**src/rtl/pitch_pkg.sv**
```systemverilog
// Shared types and helpers for the pitch angle stages.
package pitch_pkg;

    typedef enum logic [1:0] {
        ST_IDLE,
        ST_INTEG,
        ST_BLEND,
        ST_OUT
    } pitch_state_e;

    localparam int PITCH_FRAC_BITS = 7;
    localparam int DEG180_Q7       = 23040;
    localparam int DEG360_Q7       = 46080;

    function automatic logic signed [15:0] sat16(input logic signed [17:0] v);
        if (v > 18'sd32767)
            return 16'sh7fff;
        else if (v < -18'sd32768)
            return 16'sh8000;
        else
            return v[15:0];
    endfunction

endpackage

```
**src/rtl/sat_wrap16.sv**
```systemverilog
// Saturates an 18-bit signed angle to 16 bits; with PITCH_CF_WRAP_EN defined the
// saturated value is then wrapped into +/-180 degrees (Q9.7).
module sat_wrap16
    import pitch_pkg::*;
(
    input  logic signed [17:0] din,
    output logic signed [15:0] dout
);

    logic signed [15:0] sat;
`ifdef PITCH_CF_WRAP_EN
    logic signed [17:0] sat_ext;
`endif

    always_comb begin
        sat  = sat16(din);
`ifdef PITCH_CF_WRAP_EN
        sat_ext = 18'(sat);
        if (sat_ext > 18'(DEG180_Q7))
            dout = 16'(sat_ext - 18'(DEG360_Q7));
        else if (sat_ext < -18'(DEG180_Q7))
            dout = 16'(sat_ext + 18'(DEG360_Q7));
        else
            dout = sat;
`else
        dout = sat;
`endif
    end

endmodule

```
**src/rtl/pitch_comp_filter.sv**
```systemverilog
// Complementary filter fusing accelerometer pitch with integrated gyro rate.
// Optional +/-180 degree wrap of the result is enabled by defining PITCH_CF_WRAP_EN.
module pitch_comp_filter
    import pitch_pkg::*;
#(
    parameter int ALPHA_Q15      = 32113,
    parameter int GYRO_SCALE_Q16 = 1311
) (
    input  logic               clk,
    input  logic               rst_n,
    input  logic               sample_valid,
    input  logic signed [15:0] pitch_acc,
    input  logic signed [15:0] gyro_rate,
    output logic signed [15:0] pitch_out,
    output logic               pitch_valid,
    output logic               busy,
    output logic               overrun
);

    localparam logic signed [31:0] GYRO_SCALE = 32'(GYRO_SCALE_Q16);
    localparam logic signed [39:0] W_GYRO     = 40'(ALPHA_Q15);
    localparam logic signed [39:0] W_ACC      = 40'(32768 - ALPHA_Q15);

    pitch_state_e       state;
    logic               seeded;
    logic signed [15:0] acc_reg;
    logic signed [15:0] gyro_reg;
    logic signed [17:0] pred_reg;
    logic signed [15:0] res_reg;

    logic signed [31:0] gyro_prod;
    logic signed [17:0] pred_next;
    logic signed [17:0] blend_q;
    logic signed [17:0] sw_in;
    logic signed [15:0] sw_out;

    always_comb begin
        gyro_prod = 32'(gyro_reg) * GYRO_SCALE;
        pred_next = 18'(32'(pitch_out) + (gyro_prod >>> 16));
        blend_q   = 18'((W_GYRO * 40'(pred_reg) + W_ACC * 40'(acc_reg) + 40'sd16384) >>> 15);
        // Until the first result exists there is no valid history to blend with.
        sw_in     = seeded ? blend_q : 18'(acc_reg);
    end

    sat_wrap16 u_sat_wrap (
        .din  (sw_in),
        .dout (sw_out)
    );

    always_ff @(posedge clk or negedge rst_n) begin
        if (!rst_n) begin
            state       <= ST_IDLE;
            seeded      <= 1'b0;
            acc_reg     <= '0;
            gyro_reg    <= '0;
            pred_reg    <= '0;
            res_reg     <= '0;
            pitch_out   <= '0;
            pitch_valid <= 1'b0;
            busy        <= 1'b0;
            overrun     <= 1'b0;
        end else begin
            pitch_valid <= 1'b0;
            overrun     <= sample_valid && (state != ST_IDLE);
            case (state)
                ST_IDLE: begin
                    if (sample_valid) begin
                        acc_reg  <= pitch_acc;
                        gyro_reg <= gyro_rate;
                        busy     <= 1'b1;
                        state    <= ST_INTEG;
                    end
                end
                ST_INTEG: begin
                    pred_reg <= pred_next;
                    state    <= ST_BLEND;
                end
                ST_BLEND: begin
                    res_reg <= sw_out;
                    state   <= ST_OUT;
                end
                ST_OUT: begin
                    pitch_out   <= res_reg;
                    pitch_valid <= 1'b1;
                    seeded      <= 1'b1;
                    busy        <= 1'b0;
                    state       <= ST_IDLE;
                end
            endcase
        end
    end

endmodule

```
**config.mk**
```make
export PLATFORM = sky130hd
export DESIGN_NAME = pitch_comp_filter
export DESIGN_NICKNAME = d
export VERILOG_FILES = /design/src/rtl/pitch_pkg.sv /design/src/rtl/sat_wrap16.sv /design/src/rtl/pitch_comp_filter.sv
export SDC_FILE = /design/constraint.sdc
export NUM_CORES = 1
export LEC_CHECK = 0
export BUFFER_PORTS_ARGS = -buffer_cell sky130_fd_sc_hd__buf_2
export CAP_MARGIN = 20
export CORE_UTILIZATION = 35
export DETAILED_ROUTE_END_ITERATION = 16
export SYNTH_ARGS = -nofsm -noshare
export SYNTH_HDL_FRONTEND = slang
export SYNTH_HIERARCHICAL = 1
export SYNTH_SLANG_ARGS = --single-unit
```
**constraint.sdc**
```tcl
create_clock -name clk -period 14.6 [get_ports clk]
set_input_delay 3.65 -clock clk [delete_from_list [all_inputs] [get_ports clk]]
set_output_delay 3.65 -clock clk [all_outputs]
set_load 0.005 [all_outputs]
```
# After elaboration in Yosys (flattened, before gate mapping)
# Index checks and enable logic that the tools add are counted.
# classes
add_sub_neg	3
n_mul	3
n_lt_le_gt_ge	2
eq_ne	4
muxes	8
reduce_logical	6
# op_table
cell	n
33-bit by 16-bit adder with 33-bit output (second input constant)	1
33-bit by 27-bit adder with 33-bit output	1
16-bit by 17-bit multiplier with 33-bit output (first input constant)	1
16-bit two-way mux	2
16-bit by 12-bit multiplier with 28-bit output (second input constant)	1
11-bit by 16-bit multiplier with 27-bit output (first input constant)	1
18-bit by 16-bit > comparator with 1-bit output (second input constant)	1
18-bit by 16-bit less-than comparator with 1-bit output (second input constant)	1
18-bit two-way mux	1
16-bit by 12-bit adder with 17-bit output	1
2-bit one-hot mux with 4 select lines	1
2-bit equality test (second input constant)	2
2-bit AND reduction	2
2-bit nonzero test	2
2-bit by 1-bit equality test with 1-bit output (second input constant)	1
2-bit logical NOT	1
1-bit two-way mux	2
2-bit two-way mux	1
2-bit inequality test (second input constant)	1
1-bit one-hot mux with 2 select lines	1
1-bit logical AND	1
# word_totals
register_bits	87
output_inout_bits	19

# Logic depth before layout (Yosys ltp)
# Gate-level depths: netlist of run 1.
# logic_depth
ltp_word	7
depth_mapped	28

# Hierarchy
# The synthesis of run 1 kept the hierarchy.
# modules_own_cells
mod	instances	cells_each	area_each_um2
pitch_comp_filter	1	1743	18102.4
sat_wrap16	1	54	326.6

# Worst setup path before layout of run 1
# OpenSTA, ideal clock, no wires.
# synth_path
kind	flip-flop to flip-flop
start	reg, netlist name pred_reg[16]
end	reg res_reg[2]
arrival_ps	6744
t_required_ps	14536
setup_slack_ps	7792
path_stages_with_launch	27
path_buffers	1
period_less_slack_ps	6808
path_cell_list	dfrtp_1 > ha_1 > inv_1 > ha_1 > inv_1 > fa_1 > inv_1 > fa_1 > inv_1 > fa_1 > inv_1 > fa_1 > inv_1 > fa_1 > inv_1 > ha_1 > a21oi_4 > o211ai_2 > a211o_1 > a211oi_2 > a21boi_2 > nor3_1 > or4_1 > buf_6 > a21boi_2 > o22ai_1 > mux2_2
# synth_via
elab_chain_len	7
# synth_rtl
item	line_no	text
16-bit by 17-bit multiplier with 33-bit output *	pitch_comp_filter.sv:40	blend_q = 18'((W_GYRO * 40'(pred_reg) + W_ACC * 40'(acc_reg) + 40'sd16384) >>> 15);
33-bit by 27-bit adder with 33-bit output *	pitch_comp_filter.sv:40	
33-bit by 16-bit adder with 33-bit output *	pitch_comp_filter.sv:40	
18-bit two-way mux *	pitch_comp_filter.sv:42	sw_in = seeded ? blend_q : 18'(acc_reg);
named net sw_in[17]	pitch_comp_filter.sv:34	logic signed [17:0] sw_in;
18-bit by 16-bit less-than comparator with 1-bit output	pitch_pkg.sv:18	else if (v < -18'sd32768)
16-bit two-way mux	pitch_pkg.sv:18	
16-bit two-way mux *	pitch_pkg.sv:16	if (v > 18'sd32767)
named net sw_out[2]	pitch_comp_filter.sv:35	logic signed [15:0] sw_out;
end signal, assigned	pitch_comp_filter.sv:79	res_reg <= sw_out;
end, declared	pitch_comp_filter.sv:29	logic signed [15:0] res_reg;
# Mark *: on every way through the listed nets, which the timed path passes. The rest lies on a longest branch.
# A chain may end at the register's enable or synchronous reset.

# Worst setup path after layout of run 1
# layout_path
start	reg pred_reg[9]
end	reg res_reg[2]
# layout_via
elab_chain_len	7
# layout_rtl
item	line_no	text
start, declared	pitch_comp_filter.sv:28	logic signed [17:0] pred_reg;
start signal, assigned	pitch_comp_filter.sv:75	pred_reg <= pred_next;
16-bit by 17-bit multiplier with 33-bit output *	pitch_comp_filter.sv:40	
33-bit by 27-bit adder with 33-bit output *	pitch_comp_filter.sv:40	
33-bit by 16-bit adder with 33-bit output *	pitch_comp_filter.sv:40	
18-bit two-way mux *	pitch_comp_filter.sv:42	
named net sw_in[17]	pitch_comp_filter.sv:34	
18-bit by 16-bit less-than comparator with 1-bit output	pitch_pkg.sv:18	
16-bit two-way mux	pitch_pkg.sv:18	
16-bit two-way mux *	pitch_pkg.sv:16	
named net sw_out[2]	pitch_comp_filter.sv:35	
# Marked as above.

==> summary.md, run 1 <==
| Metric | Value |
|---|---|
| Outcome | finished, final reports clean |
| Routed vias | 12,400 |
| Netlist cell types | 77 |
| IO Count | 54 |
| # rows | 83 |
| Maximum fanout along the worst path | 31 |
| Crit share post-route | 53.5% |
| Layout area overhead | 7.02% |
| Number of flip-flops in the largest register | 17 |
| Hold Path Class | flip-flop to flip-flop |
| Gr usage total | 17.6% |
| Remaining DRCs | 0 |
| Layout cell share with drive strength beyond 1 | 9.67% |
| Post-synth EDFFs | 0 |
| Fillers | 5,214 |
| Commonest non-fill, non-tap cell in the layout | inv_1 |
| Post-synthesis mux area share | 5.21% |
| Vias in the first global route | 13,400 |
| Wire per inst | 17.4 um |
| Warnings, synthesis | 6 |
| Post-synth net total | 2,467 |
| Overflow after GRT | 0 |
| Via density | 4.91 |
| Cell area after layout | 19,700 um2 |
| Cells after synthesis | 1,797 |
| #FFs+latches synth | 87 |
| Number of setup buffers added after CTS | 0 |
| Leading area contributor after synthesis | fa_1 |
| Mean Syn Cell Area | 10.3 um2 |
| Compound-Gate Fraction of Synth Area | 8.82% |
| # hold bufs at CTS | 0 |
| Multi-input logic area | 14,300 um2 |
| Top_reg_cell synth | dfrtp_1 |
| First-pass GRT wire length | 73.0 mm |
| Clock Latency Late Sink | 380 ps |
| Share of the yosys chip area belonging to registers | 11.8% |
| Post-Route WL | 43.9 mm |
| Ys async rst share | 100% |
| Clk sinks | 87 |
| Die X | 231 um |
| Initial antenna violation count | 0 |
| Seq. cell area | 2180 um2 |
| Startpoint types | flip-flop |
| H-tree levels | 3 |
| Chip Height | 231 um |
| Critical Path RT | 14,900 ps |
| Most frequent cells in the layout | 472 x inv_1, 328 x ha_1, 307 x fa_1 |
| DRT Pass-1 Iters | 5 |
| Final hold viol count | 0 |
| Min Tclk post-route | 7820 ps |
| Die area | 53,600 um2 |
| ANT nets after route | 0 |
| Clk buf depth | 2 |
| Max Clk Rate | 0.128 GHz |
| CTS tree | done |
| Reg clk slew, reported paths | 70 ps |
| Setup CP Type | flip-flop to flip-flop |
| DP Area | 19,400 um2 |
| HP Start | res_reg[3] |
| Largest net degree at the start of global routing | 65 |
| Final setup viols | 0 |
| Port buffer count | 53 |
| DR iter-0 viols | 649 |
| CTS buffer count | 9 |
| Post-Syn Area | 18,400 um2 |
| Worst Setup SP | pred_reg[9] |
| Critical Path AT | 8110 ps |
| Xor/xnor cell area share of the yosys netlist | 2.86% |
| Top cell type's share of synthesized area | 33.3% |
| Nets@finish | 2,505 |
| Initial Util | 35.6% |
| Post-synthesis simple-gate area fraction | 4.98% |
| CTS resizes | 0 |
| Worst-Margin Slew | 982 ps |
| Inserted Diodes | 0 |
| CTS root buf | clkbuf_16 |
| DP Wirelength | 37.6 mm |
| Largest family of logic cells by synthesized area | adder cells |
| Final GP Congestion | 0.920 |
| Area share of fa/ha/maj cells after synthesis | 55.6% |
| RSZ-0062 raised after global routing | false |
| Sum Neg Setup Slack | 0 ps |
| Top cells by area, synth | fa_1 33%, ha_1 22%, dfrtp_1 12% |
| CP endpoint kind | flip-flop |
| Reg2Reg Launch Point | pred_reg[9] |
| CORE AREA | 51,700 um2 |
| Final Skew | 22.1 ps |
| Max-cap viol count | 0 |
| Slew Viols, Final | 0 |
| Max-slew headroom | 34.3% |
## path summary, 6_finish.rpt
check | to | slack (ps) | cells past startpoint
max | res_reg[2] | 6780 | 21
min | pitch_out[3] | 510 | 1
min reg2reg | pitch_out[3] | 510 | 1
max reg2reg | res_reg[2] | 6780 | 21
min in group asynchronous | gyro_reg[0] | 3180 | 1
max in group asynchronous | pred_reg[13] | 10140 | 2
## Yosys cell counts (9+ instances only)
cell / instances
inv_1: 472
ha_1: 328
fa_1: 307
dfrtp_1: 87
mux2_2: 79
a21oi_1: 58
nand2_1: 54
nor2_1: 45
xnor2_1: 40
o21ai_0: 36
a21o_1: 19
o22ai_1: 17
xor2_1: 17
a21boi_1: 15
o211ai_1: 12
clkbuf_1: 11
nand3_1: 10
nand4_1: 10
a211oi_1: 9
nor2b_1: 9
nor3_1: 9
o21bai_1: 9
## area by class of cell
type,count,share of cell area (%)
Clock buffer,10,1.16
Clock inverter,6,0.349
Inverter,473,9.00
Multi-Input combinational cell,1204,72.4
Sequential cell,87,11.0
Tap cell,680,4.31
Timing Repair Buffer,60,1.73
## routing by layer
layer	wire (um)	part of all wire (%)	global-route usage, %
met1	20700	47	24.4
met2	21500	49	29.6
met3	1170	2.7	1.92
met4	533	1.2	3.15
met5	0	0	0
## kinds of logic (layout without fill, tap and decap cells)
kind of cell,Yosys count,after routing
DFF,87,87
muxes,86,86
buffers and inverters,506,549
xor gates and xnor gates,58,58
adders and majority gates,635,635
and+or+nand+nor,184,184
AOI/OAI and AO/OA,241,241
## worst max-delay path: stages, from the launching register on
cell and delay (ps):
dfrtp_1 750, fa_1 610, fa_1 510, inv_1 50, fa_1 460, fa_1 520
inv_1 50, fa_1 470, fa_1 550, inv_1 60, fa_1 570, inv_1 60
ha_1 350, nor2b_1 190, a211oi_1 410, o21bai_1 220, a21boi_2 240, nor3_1 80
or4_1 920, a21boi_2 320, o22ai_1 170, mux2_2 180
## per-stage QoR
stage / std cells / util [%] / worst slack [ps] / hold WS (ps)
4_1_cts: 2519 / 38.1 / 6840 / 514
5_1_grt: 2520 / 38.1 / 6320 / 529
3_5_place_dp: 2503 / 37.5 / 6880 / 495
2_1_floorplan: 1797 / - / 7790 / 449
6_report: 2520 / 38.1 / 6780 / 511
3_3_place_gp: 2503 / 37.5 / 7040 / 489
Power of run 1 is not shown: default switching activity piles up to over one toggle a cycle in this logic, so the estimate is an artifact.
==> run 2, diff against run 1 <==
ABC_AREA = 1   (was not set)
clock period = 7.3 ns   (was 14.6 ns; I/O delays follow)
==> summary.md, run 2 <==
| Metric | Value |
|---|---|
| Outcome | finished, final reports clean |
| Final hold viol count | 0 (unchanged) |
| Cells after synthesis | 2,286 (+27%) |
| Post-synth EDFFs | 0 (unchanged) |
| Crit share post-route | 95.2% (+42 points) |
| Setup CP Type | flip-flop to flip-flop |
| Gr usage total | 19.2% (+1.6 points) |
| Die area | 55,500 um2 (+3.6%) |
| Port buffer count | 53 (unchanged) |
| ANT nets after route | 0 (unchanged) |
| Ys async rst share | 100% (unchanged) |
| Wire per inst | 16.7 um (-4.2%) |
| Clock Latency Late Sink | 370 ps (about the same) |
| Seq. cell area | 2180 um2 (+0.29%) |
| Hold Path Class | flip-flop to flip-flop |
| Inserted Diodes | 0 (unchanged) |
| DR iter-0 viols | 754 (+16%) |
| Nets@finish | 3,008 (+20%) |
| Top cell type's share of synthesized area | 32.2% (-1.2 points) |
| DRT Pass-1 Iters | 5 (unchanged) |
| Share of the yosys chip area belonging to registers | 11.4% (-0.42 points) |
| Multi-input logic area | 14,500 um2 (+1.9%) |
| Worst Setup EP | res_reg[1] |
| First-pass GRT wire length | 83.0 mm (+14%) |
| RSZ-0062 raised after global routing | false |
| Top_reg_cell synth | dfrtp_1 |
| Vias in the first global route | 15,300 (+15%) |
| Worst reg2reg endpoint | res_reg[1] |
| CTS tree | done |
| Reg2Reg Launch Point | pred_reg[4] |
| H-tree levels | 3 (unchanged) |
| Min Tclk post-route | 6950 ps (-869 ps) |
| Slew Viols, Final | 0 (unchanged) |
| IO Count | 54 (unchanged) |
| Top cells by area, synth | fa_1 32%, ha_1 21%, inv_1 12% |
| Worst r2r path cells | 23 (+9.5%) |
| WHS | 482 ps (-29.4 ps) |
| Post-Route WL | 50.6 mm (+15%) |
| CP peak stage delay | 650 ps (-270 ps) |
| Netlist cell types | 41 (-47%) |
| CORE AREA | 53,900 um2 (+4.3%) |
| Layout cell share with drive strength beyond 1 | 4.95% (-4.7 points) |
| Crit. path cell count | 23 (+9.5%) |
| Initial Util | 35.4% (-0.21 points) |
| Synth top cells by count | 593 x inv_1, 486 x nand2_1, 328 x ha_1 |
| Buf/Inv on CP | 4 (unchanged) |
| HP Start | res_reg[1] |
| Cells after DPL | 3,023 (+21%) |
| CTS root buf | clkbuf_16 |
| CP endpoint kind | flip-flop |
| Worst Setup SP | pred_reg[4] |
| Critical Path AT | 7180 ps (-930 ps) |
| Most frequent cells in the layout | 593 x inv_1, 486 x nand2_1, 328 x ha_1 |
| DP Wirelength | 43.8 mm (+17%) |
| Critical Path RT | 7540 ps (-7360 ps) |
| R2R Setup Slk | 350 ps (-6430 ps) |
| Mean Syn Cell Area | 8.36 um2 (-19%) |
| # hold bufs at CTS | 0 (unchanged) |
| Largest net degree at the start of global routing | 65 (unchanged) |
| Max Clk Rate | 0.144 GHz (+13%) |
| Maximum fanout along the worst path | 15 (-52%) |
| Overflow after GRT | 0 (unchanged) |
| Post-Syn Area | 19,100 um2 (+3.7%) |
| Final GP Congestion | 0.913 (-0.74%) |
| Crit-path leading delay family | adder cells |
| Post-synth net total | 2,956 (+20%) |
| Number of flip-flops in the largest register | 17 (unchanged) |
| Final Skew | 23.8 ps (+1.67 ps) |
| Max-cap viol count | 0 (unchanged) |
| Crit-path most repeated cell | fa_1 |
| Die X | 236 um (+1.8%) |
| Critical-path cell list | fa_1 -> inv_1 -> fa_1 -> fa_1 -> fa_1 -> inv_1 -> fa_1 -> fa_1 -> inv_1 -> fa_1 -> inv_1 -> ha_1 -> a21oi_1 -> o21ai_0 -> a21oi_1 -> nand2_2 -> nand2_1 -> nand3_1 -> nand3_1 -> nand2_1 -> o21bai_4 -> nand2_1 -> mux2_2 |
| CP max stage cell | dfrtp_1 |
| Chip Height | 236 um (+1.8%) |
| Routed vias | 14,400 (+17%) |
| Startpoint types | flip-flop |
| Top-count cell post-synth | inv_1 |
| Commonest non-fill, non-tap cell in the layout | inv_1 |
| Reg clk slew, reported paths | 90 ps (+20 ps) |
| Clk buf depth | 2 (unchanged) |
| Initial antenna violation count | 3 (+3) |
| Warnings, synthesis | 6 (unchanged) |
| Worst-Margin Slew | 969 ps (-12.7 ps) |
| Max-slew headroom | 35.4% (+1.1 points) |
| CTS buffer count | 9 (unchanged) |
| #FFs+latches synth | 87 (unchanged) |
| Sum Neg Setup Slack | 0 ps (unchanged) |
| Final setup viols | 0 (unchanged) |
| Number of setup buffers added after CTS | 0 (unchanged) |
| Clk sinks | 87 (unchanged) |
| Via density | 4.75 (-3.3%) |
| Final Non-Filler Cells | 3,039 (+21%) |
| Layout area overhead | 7.39% |
| # rows | 85 (+2.4%) |
| Leading area contributor after synthesis | fa_1 |
| CTS resizes | 0 (unchanged) |
| Remaining DRCs | 0 (unchanged) |
| Fillers | 5,478 (+5.1%) |
[run 2: cell count changes after synthesis, moves of 48 or more]
cell	delta
o21ai_0	+48
nand3_1	+75
mux2_2	-78
nand2_1	+432
nor2_1	+48
inv_1	+121
[run 2: how the worst min path moves through the flow]
stage | cells past startpoint | slack [ps] | end
final | 2 | 480 | pitch_out[1]
after detailed placement | 2 | 470 | pitch_out[1]
after CTS | 2 | 490 | pitch_out[1]
after floorplan | 2 | 450 | pitch_out[1]
after global placement | 2 | 480 | pitch_out[1]
after global routing | 2 | 510 | pitch_out[1]
[run 2: through the flow]
stage | setup WS (ps) | instance area, um2 | util (%)
final | 353 | 20500 | 38.0
after global routing | 22.6 | 20500 | 38.0
after CTS | 143 | 20500 | 38.0
after detailed placement | 187 | 20200 | 37.5
after global placement | 207 | 20200 | 37.5
after floorplan | 1210 | 19100 | -
[run 2: worst reg2reg max path: stages, from the launching register on]
cell and delay (ps):
dfrtp_1 650, fa_1 540, inv_1 100, fa_1 450, fa_1 530, fa_1 520
inv_1 50, fa_1 460, fa_1 550, inv_1 60, fa_1 560, inv_1 50
ha_1 360, a21oi_1 250, o21ai_0 230, a21oi_1 220, nand2_2 140, nand2_1 120
nand3_1 80, nand3_1 90, nand2_1 130, o21bai_4 340, nand2_1 90, mux2_2 260
[run 2: cell families after synthesis]
group	Yosys count	synth area share, %
adders and majority gates	635	53.7
AOI/OAI and AO/OA	188	5.33
xor gates and xnor gates	33	1.55
buffers and inverters	622	12.4
muxes	1	0.0589
DFF	87	11.4
and+or+nand+nor	720	15.6
[run 2: metal layers]
metal	global-route usage (%)	part of all wire, %	up-vias
met5	0	0.026	-
met1	25.4	45	7032
met4	5.15	2.5	2
met3	3.14	5.0	66
li1	-	-	7041
met2	32.4	48	285
[run 2: final cells by class]
type	count	share of cell area [%]
multi-input combinational	1577	70.9
inverter	598	11.0
sequential	87	10.6
tap	696	4.25
timing repair buffer	65	1.74
clock buffer	10	1.12
clock inverter	6	0.378
Power of run 2 is left out for the same reason.
==> run 3, diff against run 2 <==
CTS_BUF_LIST = sky130_fd_sc_hd__clkbuf_2 sky130_fd_sc_hd__clkbuf_4 sky130_fd_sc_hd__clkbuf_8   (was not set)
GPL_TIMING_DRIVEN = 1   (was not set)
==> summary.md, run 3 (synthesized netlist as in run 2, its figures left out) <==
| Metric | Value |
|---|---|
| Min Tclk post-route | 6970 ps (+26.0 ps) |
| # rows | 85 (unchanged) |
| Crit share post-route | 95.5% (+0.36 points) |
| Initial Util | 35.4% (unchanged) |
| Die area | 55,500 um2 (unchanged) |
| First-pass GRT wire length | 83.4 mm (+0.52%) |
| Wire per inst | 16.7 um (about the same) |
| Hold Path Class | flip-flop to flip-flop |
| Final setup viols | 0 (unchanged) |
| CTS root buf | clkbuf_8 |
| Crit-path leading delay family | adder cells |
| Setup CP Type | flip-flop to flip-flop |
| Number of flip-flops in the largest register | 17 (unchanged) |
| Reg clk slew, reported paths | 130 ps (+40 ps) |
| Port buffer count | 53 (unchanged) |
| Clock Latency Late Sink | 410 ps (+40 ps) |
| ANT nets after route | 0 (unchanged) |
| Maximum fanout along the worst path | 15 (unchanged) |
| Die X | 236 um (unchanged) |
| Inserted Diodes | 0 (unchanged) |
| Initial antenna violation count | 1 (-2) |
| Top sig layer | met4 |
| CORE AREA | 53,900 um2 (unchanged) |
| Max Clk Rate | 0.143 GHz (-0.37%) |
| Remaining DRCs | 0 (unchanged) |
| Via density | 4.75 (about the same) |
| CP peak stage delay | 670 ps (+20 ps) |
| Startpoint types | flip-flop |
| DR WL met3 | 1.89 mm (-25%) |
| Critical Path AT | 7240 ps (+60 ps) |
| Most frequent cells in the layout | 593 x inv_1, 486 x nand2_1, 328 x ha_1 |
| RSZ-0062 raised after global routing | false |
| Routed vias | 14,400 (+0.062%) |
| Gr usage total | 19.2% (about the same) |
| Buf/Inv on CP | 4 (unchanged) |
| IO Count | 54 (unchanged) |
| Max-cap viol count | 0 (unchanged) |
| Slew Viols, Final | 0 (unchanged) |
| H-tree levels | 3 (unchanged) |
| CP endpoint kind | flip-flop |
| M1 wire length | 23.4 mm (+3.0%) |
| Final GP Congestion | 0.913 (unchanged) |
| Vias in the first global route | 15,400 (+0.12%) |
| CTS tree | done |
| DR iter-0 viols | 819 (+8.6%) |
| Number of setup buffers added after CTS | 0 (unchanged) |
| DRT Pass-1 Iters | 5 (unchanged) |
| Chip Height | 236 um (unchanged) |
| DP Wirelength | 43.8 mm (unchanged) |
| Clk buf depth | 2 (unchanged) |
| Clk sinks | 87 (unchanged) |
| CP max stage cell | dfrtp_1 |
| Nets@finish | 3,008 (unchanged) |
| Layout area overhead | 6.88% |
| Final hold viol count | 0 (unchanged) |
| Critical Path RT | 7570 ps (+30 ps) |
| Post-Route WL | 50.6 mm (about the same) |
| Max-slew headroom | 35.5% (+0.050 points) |
| Overflow after GRT | 0 (unchanged) |
| WL met2 | 24.6 mm (+2.2%) |
| Outcome | finished, final reports clean |
| CTS buffer count | 9 (unchanged) |
| Layout cell share with drive strength beyond 1 | 4.99% (+0.043 points) |
| Fillers | 5,487 (+0.16%) |
| Largest net degree at the start of global routing | 65 (unchanged) |
| Worst-Margin Slew | 968 ps (-0.747 ps) |
| Commonest non-fill, non-tap cell in the layout | inv_1 |
| Sum Neg Setup Slack | 0 ps (unchanged) |
| Final Skew | 34.3 ps (+10.6 ps) |
run 3: path summary, 6_finish.rpt:
path / start / end / slack, ps / cells after the start
worst max-delay path: pred_reg[4] / res_reg[1] / 330 / 25
worst min-delay path: res_reg[1] / pitch_out[1] / 490 / 2
worst max register to register: pred_reg[4] / res_reg[1] / 330 / 25
worst min register to register: res_reg[1] / pitch_out[1] / 490 / 2
max in group asynchronous: rst_n / gyro_reg[14] / 4620 / 2
min in group asynchronous: rst_n / pred_reg[6] / 1350 / 1
run 3: worst register-to-register path, stage by stage, from the launching register on:
cell	delay, ps
dfrtp_1	670
fa_1	540
inv_1	100
fa_1	450
fa_1	530
fa_1	520
inv_1	50
fa_1	460
fa_1	550
inv_1	60
fa_1	560
inv_1	50
ha_1	360
nand2_1	110
nor2_1	310
and3_1	220
nand2_1	70
nand2_2	140
nand2_1	100
nand2_1	70
nand2_1	40
nand3_1	60
nand2_1	130
o21bai_4	330
nand2_1	90
mux2_2	260
run 3: timing repair:
action	CTS	global route
hold buffers	0	0
endpoints found under the setup margin	0	15
resized for setup	0	5
endpoints found under the hold margin	0	0
run 3: cell type report:
cell class / count / area, um2 / share of cell area [%]
inverters: 598 / 2250 / 11.0
multi-input cells: 1577 / 14500 / 71.3
clock buffers: 10 / 131 / 0.644
flip-flops and latches: 87 / 2180 / 10.7
repair buffers: 65 / 358 / 1.75
clock inverters: 6 / 77.6 / 0.380
well taps: 696 / 871 / 4.27
run 3: per-stage QoR:
| stage | instance area (um2) | cells | hold slack, ps | setup slack, ps | utilization, % |
|---|---|---|---|---|---|
| after global placement | 20200 | 3023 | 479 | 207 | 37.5 |
| final | 20400 | 3039 | 488 | 327 | 37.9 |
| after detailed placement | 20200 | 3023 | 474 | 187 | 37.5 |
| after global routing | 20400 | 3039 | 516 | 16.0 | 37.9 |
| after floorplan | 19100 | 2286 | 449 | 1210 | - |
| after CTS | 20400 | 3039 | 495 | 126 | 37.9 |
run 3: layer usage:
metal	GRT usage, %	vias to the layer above
li1	-	7033
met1	26.2	7090
met2	33.2	269
met3	1.88	43
met4	3.45	0
met5	0	-
Power of run 3 is left out for the same reason.
